$ cat src/rtl/uart_tx_buf.sv
// Buffered 8N1 UART transmitter: a small byte FIFO fed by a valid/ready
// handshake, drained by a START/DATA/STOP serialiser with a registered TX line.
module uart_tx_buf #(
    parameter int FREQ  = 50_000_000,
    parameter int RATE  = 2_000_000,
    parameter int DEPTH = 8
) (
    input  logic                       clk,
    input  logic                       rst,
    input  logic [7:0]                 i_data,
    input  logic                       i_vld,
    output logic                       o_rdy,
    output logic                       o_tx,
    output logic                       o_busy,
    output logic [$clog2(DEPTH+1)-1:0] o_count
);

    localparam int DIV = FREQ / RATE;
    localparam int PW  = $clog2(DEPTH);
    localparam int CW  = $clog2(DEPTH + 1);
    localparam int DW  = (DIV > 1) ? $clog2(DIV) : 1;
    localparam logic [CW-1:0] FULL     = CW'(DEPTH);
    localparam logic [DW-1:0] DIV_LAST = DW'(DIV - 1);

    typedef enum logic [1:0] {IDLE, START, DATA, STOP} state_t;

    state_t        state;
    state_t        state_nx;
    logic [7:0]    mem [DEPTH];
    logic [PW-1:0] wr_ptr;
    logic [PW-1:0] rd_ptr;
    logic [CW-1:0] count;
    logic [7:0]    shift;
    logic [2:0]    bit_cnt;
    logic [DW-1:0] div_cnt;
    logic          line_active;
    logic          push;
    logic          pop;
    logic          bit_end;

    // A full FIFO refuses writes even when a pop happens on the same edge.
    assign o_rdy   = (count != FULL);
    assign push    = i_vld && o_rdy;
    assign bit_end = (div_cnt == DIV_LAST);
    assign o_count = count;
    // line_active trails the state by one cycle, matching the registered TX
    // line, so busy covers the full stop bit as seen on the wire.
    assign o_busy  = (state != IDLE) || line_active || (count != '0);

    // Next-state logic; pops happen from IDLE or on the last stop-bit cycle.
    always_comb begin
        state_nx = state;
        pop      = 1'b0;
        case (state)
            IDLE: begin
                if (count != '0) begin
                    pop      = 1'b1;
                    state_nx = START;
                end
            end
            START: begin
                if (bit_end) state_nx = DATA;
            end
            DATA: begin
                if (bit_end && bit_cnt == 3'd7) state_nx = STOP;
            end
            STOP: begin
                if (bit_end) begin
                    if (count != '0) begin
                        pop      = 1'b1;
                        state_nx = START;
                    end else begin
                        state_nx = IDLE;
                    end
                end
            end
            default: state_nx = IDLE;
        endcase
    end

    // State register.
    always_ff @(posedge clk or posedge rst) begin
        if (rst) state <= IDLE;
        else     state <= state_nx;
    end

    // FIFO storage; contents need no reset since count gates every read.
    always_ff @(posedge clk) begin
        if (push) mem[wr_ptr] <= i_data;
    end

    // FIFO pointers and occupancy; push and pop together leave count unchanged.
    always_ff @(posedge clk or posedge rst) begin
        if (rst) begin
            wr_ptr <= '0;
            rd_ptr <= '0;
            count  <= '0;
        end else begin
            if (push) wr_ptr <= wr_ptr + 1'b1;
            if (pop)  rd_ptr <= rd_ptr + 1'b1;
            case ({push, pop})
                2'b10:   count <= count + 1'b1;
                2'b01:   count <= count - 1'b1;
                default: count <= count;
            endcase
        end
    end

    // Bit-period divider, restarted at every bit boundary so frames never drift.
    always_ff @(posedge clk or posedge rst) begin
        if (rst)                        div_cnt <= '0;
        else if (state == IDLE || bit_end) div_cnt <= '0;
        else                            div_cnt <= div_cnt + 1'b1;
    end

    // Data bit index, only advancing while shifting data bits.
    always_ff @(posedge clk or posedge rst) begin
        if (rst)                           bit_cnt <= '0;
        else if (state != DATA)            bit_cnt <= '0;
        else if (bit_end)                  bit_cnt <= bit_cnt + 1'b1;
    end

    // Shift register: loaded on pop, shifted right after each data bit.
    always_ff @(posedge clk or posedge rst) begin
        if (rst)                           shift <= '0;
        else if (pop)                      shift <= mem[rd_ptr];
        else if (state == DATA && bit_end) shift <= shift >> 1;
    end

    // Registered TX line driven from the current state and shift register.
    always_ff @(posedge clk or posedge rst) begin
        if (rst) begin
            o_tx        <= 1'b1;
            line_active <= 1'b0;
        end else begin
            line_active <= (state != IDLE);
            case (state)
                START:   o_tx <= 1'b0;
                DATA:    o_tx <= shift[0];
                default: o_tx <= 1'b1;
            endcase
        end
    end

endmodule

$ cat config.mk
export PLATFORM = sky130hd
export DESIGN_NAME = uart_tx_buf
export DESIGN_NICKNAME = d
export VERILOG_FILES = /design/src/rtl/uart_tx_buf.sv
export SDC_FILE = /design/constraint.sdc
export NUM_CORES = 1
export LEC_CHECK = 0
export ABC_AREA = 1
export BUFFER_PORTS_ARGS = -buffer_cell sky130_fd_sc_hd__buf_2
export CORE_MARGIN = 3
export CORE_UTILIZATION = 33
export DETAILED_ROUTE_END_ITERATION = 6
export GPL_ROUTABILITY_DRIVEN = 0
export SLEW_MARGIN = 20
export SYNTH_ARGS = -nofsm -noshare
export SYNTH_HDL_FRONTEND = slang
export SYNTH_SLANG_ARGS = --single-unit
export TNS_END_PERCENT = 10
$ cat constraint.sdc
create_clock -name clk -period 2.3 [get_ports clk]
set_input_delay 0.23 -clock clk [delete_from_list [all_inputs] [get_ports clk]]
set_output_delay 0.23 -clock clk [all_outputs]
set_load 0.02 [all_outputs]
---- After elaboration in Yosys (flattened, before gate mapping) ----
Memories as Yosys holds them, arrays and structs flattened.
Cells that the tools add are included.
Widths: inputs -> output; s select.
cells by class
  add/subtract/negate cells ............... 6
  eq/ne operators ......................... 13
  mux-type cells .......................... 18
  reduce and logical (&&, ||, !) cells .... 13
operators with widths
  operator             count
  $mux 8               2
  $ne 2x2->1 const B   5
  $add 3x1->3 const B  3
  $mux 2               4
  $pmux 2 s4           1
  $pmux 4 s2           1
  $reduce_bool 2->1    4
  $eq 2x2->1 const B   3
  $mux 3               2
  $add 5x1->5 const B  1
  $eq 5x5->1 const B   1
  $mux 1               5
  $mux 5               1
  $add 4x1->4 const B  1
  $eq 2x1->1 const B   2
  $ne 4x4->1 const B   1
  $pmux 1 s2           2
  $reduce_and 4->1     1
  $reduce_bool 4->1    1
  $sub 4x1->4 const B  1
  $eq 3x3->1 const B   1
  $logic_and 1x1->1    3
  $logic_or 1x1->1     3
  $logic_not 2->1      1
word-level totals
  register bits ........................... 30
  memory bits (writable) .................. 64
  bits of input ports ..................... 11
  logic and storage cells ................. 60
  memories kept ........................... 1
memories
  name  depth  width  read ports  clocked after Yosys merged registers in  write ports  RTL line  RTL
  mem   8      8      1           0                                        1            29        logic [7:0] mem [DEPTH];

---- Logic depth before layout (Yosys ltp) ----
  depth in word-level cells ............... 6
  gate-level depth with buffers ........... 18
  gate-level depth less buffers ........... 17

---- Worst setup path after synthesis ----
OpenSTA, ideal clock, no wires.
  path kind ............................... register -> register
  start point ............................. register state[0]
  end point ............................... register count[2] (netlist: o_count[2])
  library setup time ...................... 83 ps
  arrival time ............................ 2077 ps
  data required time ...................... 2217 ps
  slack ................................... 140 ps
  cell stages (with the launch flop) ...... 13
  path buffers ............................ 1
  period minus slack after synthesis ...... 2160 ps
  path through ............................ dfrtp_1 inv_1 ha_1 a21oi_1 nand2_2 clkinv_2 buf_8 ha_1 xor2_1 ha_1 a21oi_1 xor2_1 o21ai_0
on the way
  cells in the longest elaborated chain, start to end .. 4
RTL lines
  item                                                    RTL line  RTL
  start, declared                                         27        state_t state;
  start signal, assigned                                  84        else state <= state_nx;
  $eq 2x2->1 / $logic_not 2->1 (equally long branches)    54        case (state)
  $pmux 1 s2 (*)                                          54
  $eq 2x1->1 / $eq 2x2->1 (equally long branches)         101       case ({push, pop})
  $pmux 4 s2 / $reduce_bool 2->1 (equally long branches)  --
  end signal, assigned                                    102       2'b10: count <= count + 1'b1;
  end signal, assigned                                    103       2'b01: count <= count - 1'b1;
  end signal, assigned                                    104       default: count <= count;
  end, declared                                           32        logic [CW-1:0] count;
Mark *: on every way between the ends. The rest lies on a longest branch, timed or not.
A chain may end at the register's enable or synchronous reset.

---- Final worst setup path ----
Same ends and word-level chain as after synthesis.

==> metrics.txt <==
post-DP HPWL 5470 um; Netlist cell types 29; Synth Area in Adders 4.02%; status finished clean; combinational family with the most area after synthesis simple AND/OR/NAND/NOR gates; Setup TNS 0 ps; Initial Util 34.1%; antenna violations before repair 0; fin crit share 92.3%; Tmin final 2120 ps; CTS root buffer clkbuf_16; CTS buffer count 9; pin count of the biggest net entering global routing 34; Power Dens Cells 835 nW/um2; share of cells above drive strength 1 11.9%; Fin Clk Skew 8.04 ps; I/O pins 18; via count of the routed design 2930; worst path cell trace buf_4 > ha_1 > nand3_1 > nand2_1 > nand2_2 > clkinv_2 > ha_2 > xor2_2 > ha_1 > a21oi_1 > xor2_1 > o21ai_0; CP Buf/Inv Count 2; RSZ-0062 raised after global routing no; H-tree depth 3; sequential element share of the synthesized area 61.4%; 1st-pass router iterations 5; Rel. slew slack 43.4%; syn nets 474; DIE AREA 14600 um2; CP max FO 4; max-slew violations 0; Total Wirelength 8450 um; MaxCap Viol Count 0; Max Freq 471 MHz; Mapped Avg Cell Area 9.70 um2; Pleak 2.23 nW; CP startpoint kind flop; ant diodes 0; Synth area leaders edfxtp_1, dfrtp_1, nand2_1; FP Rows 41; crit end category flop; die height 121 um; Slowest cell on crit path dfrtp_1; Yosys reg bits 94; port bufs 17; CORE AREA 12800 um2; DRC 0; FILL cells 1223; wire length per cell 12.9 um; WP data required 2510 ps; compound-gate portion of the synthesized area 3.94%; maximum vdd drop 0.361 mV; Min Hold Slack 163 ps; CTS tree done; Starting DRT DRC Count 213; most instantiated library cell after synthesis nand2_1; WS Path Type reg2reg; Worst Tran Pin Value 846 ps; post-synth top area share 44.1%; vias per cell 4.49; post-synthesis mux area share 0%; Syn-to-layout area delta 13.4%; vias in the first global route 2828; first-pass GRT wire length 14100 um; clock latency on the worst-skew pair 340 ps; Clock transition at path regs 70 ps; EDFF count, synth 64; clk buf depth 2; Sink Count 94; prevailing post-synth register cell edfxtp_1; synth cell count leaders nand2_1, inv_1, edfxtp_1; GRT Total Usage 12.4%; final setup fails 0; antenna-violating nets left 0; Largest stage delay, worst path 400 ps; Hold Violations, Final 0; post-synthesis xor/xnor area fraction 1.81%; Mapped Cells 449; crit-path leading delay family adder cells; simple-gate portion of the synthesized area 20.2%; global route total overflow 0; CP arrival 2330 ps; cell taking the most area after synthesis edfxtp_1; area of the mapped netlist 4360 um2; Worst Hold Class in2reg; Most Frequent Cell on Critical Path ha_1; Syn. warnings 0; nets 501; fraction of registers with async set/reset 31.9%; die extent in x 121 um
==> per-stage QoR <==
step           utilization (%)  cell area (um2)  total power [mW]  cells  setup slack (ps)
2_1_floorplan                -             4360              2.57    449               140
3_3_place_gp              36.3             4640              2.80    635               236
3_5_place_dp              36.3             4640              2.82    635              83.9
4_1_cts                   38.5             4920              4.15    652              60.9
5_1_grt                   38.7             4940              4.34    653              19.7
6_report                  38.7             4940              4.12    653               176
==> state kept, by name, indices dropped and copies added (netlist names), 2 cells and up <==
register / flops
bit_cnt: 3
div_cnt: 5
mem: 64
o_count: 4
rd_ptr: 3
shift: 8
state: 2
wr_ptr: 3
==> placed cells by master (no fill, tap or decap), types with 4 or more instances in the layout <==
cell,synthesis,final
nand2_1,130,130
dfrtp_1,29,29
buf_2,9,17
a21oi_1,9,8
xor2_1,7,6
o21ai_0,21,21
ha_1,14,13
inv_1,69,68
inv_2,3,4
nand3_1,47,47
nor2_1,25,25
buf_4,2,12
clkbuf_16,0,9
edfxtp_1,64,64
==> what timing repair did <==
action                                  in CTS  in global routing
endpoints found under the hold margin       29                  0
hold buffers                                 1                  0
setup buffers                                0                  1
gates resized for setup                      0                  4
endpoints found under the setup margin       0                  3
==> path summary, 6_finish.rpt <==
kind | startpoint | endpoint | slack [ps] | cells after the start
worst min register to register | div_cnt[0]$_DFF_PP0_ | div_cnt[0]$_DFF_PP0_ | 500 | 1
worst min-delay path | i_data[4] | mem[2][4]$_DFFE_PP_ | 160 | 1
max in group asynchronous | rst | o_tx$_DFF_PP1_ | 1460 | 4
min in group asynchronous | rst | o_count[0]$_DFFE_PP0P_ | 520 | 4
worst max-delay path | state[0]$_DFFE_PP0P_ | o_count[2]$_DFFE_PP0P_ | 180 | 12
worst max register to register | state[0]$_DFFE_PP0P_ | o_count[2]$_DFFE_PP0P_ | 180 | 12
==> final cells by class <==
type                    instances  area, um2  share of cell area (%)
inverters                      74        279                    5.65
flip-flops and latches         94       2670                    54.1
well taps                     172        215                    4.36
repair buffers                 30        185                    3.75
clock inverters                 5       33.8                   0.684
multi-input cells             267       1320                    26.7
clock buffers                  11        233                    4.71
==> worst reg2reg max path, cell delays in order (launching register included) <==
cell and delay [ps]:
dfrtp_1 400, buf_4 150, ha_1 230, nand3_1 90
nand2_1 60, nand2_2 70, clkinv_2 60, ha_2 190
xor2_2 160, ha_1 190, a21oi_1 140, xor2_1 160
o21ai_0 90
==> cells by family after synthesis <==
family                     Yosys count
and+or+nand+nor                    211
DFF                                 94
buffers and inverters               88
AOI/OAI and AO/OA                   33
adders and majority gates           14
xor gates and xnor gates             9
==> power breakdown <==
group,total [mW],switching [mW],internal [mW]
logic,0.640,0.436,0.204
registers,2.14,0.100,2.04
clock network,1.34,0.605,0.733
total,4.12,1.14,2.98
==> metal layers <==
metal	share of wire (%)	global-route usage, %	wire length [um]
met4	1.9	5.03	158
met2	50	20.3	4260
met3	3.7	2.42	316
met1	44	16.1	3720
met5	0	0	0
(Power assumes the default switching activity.)
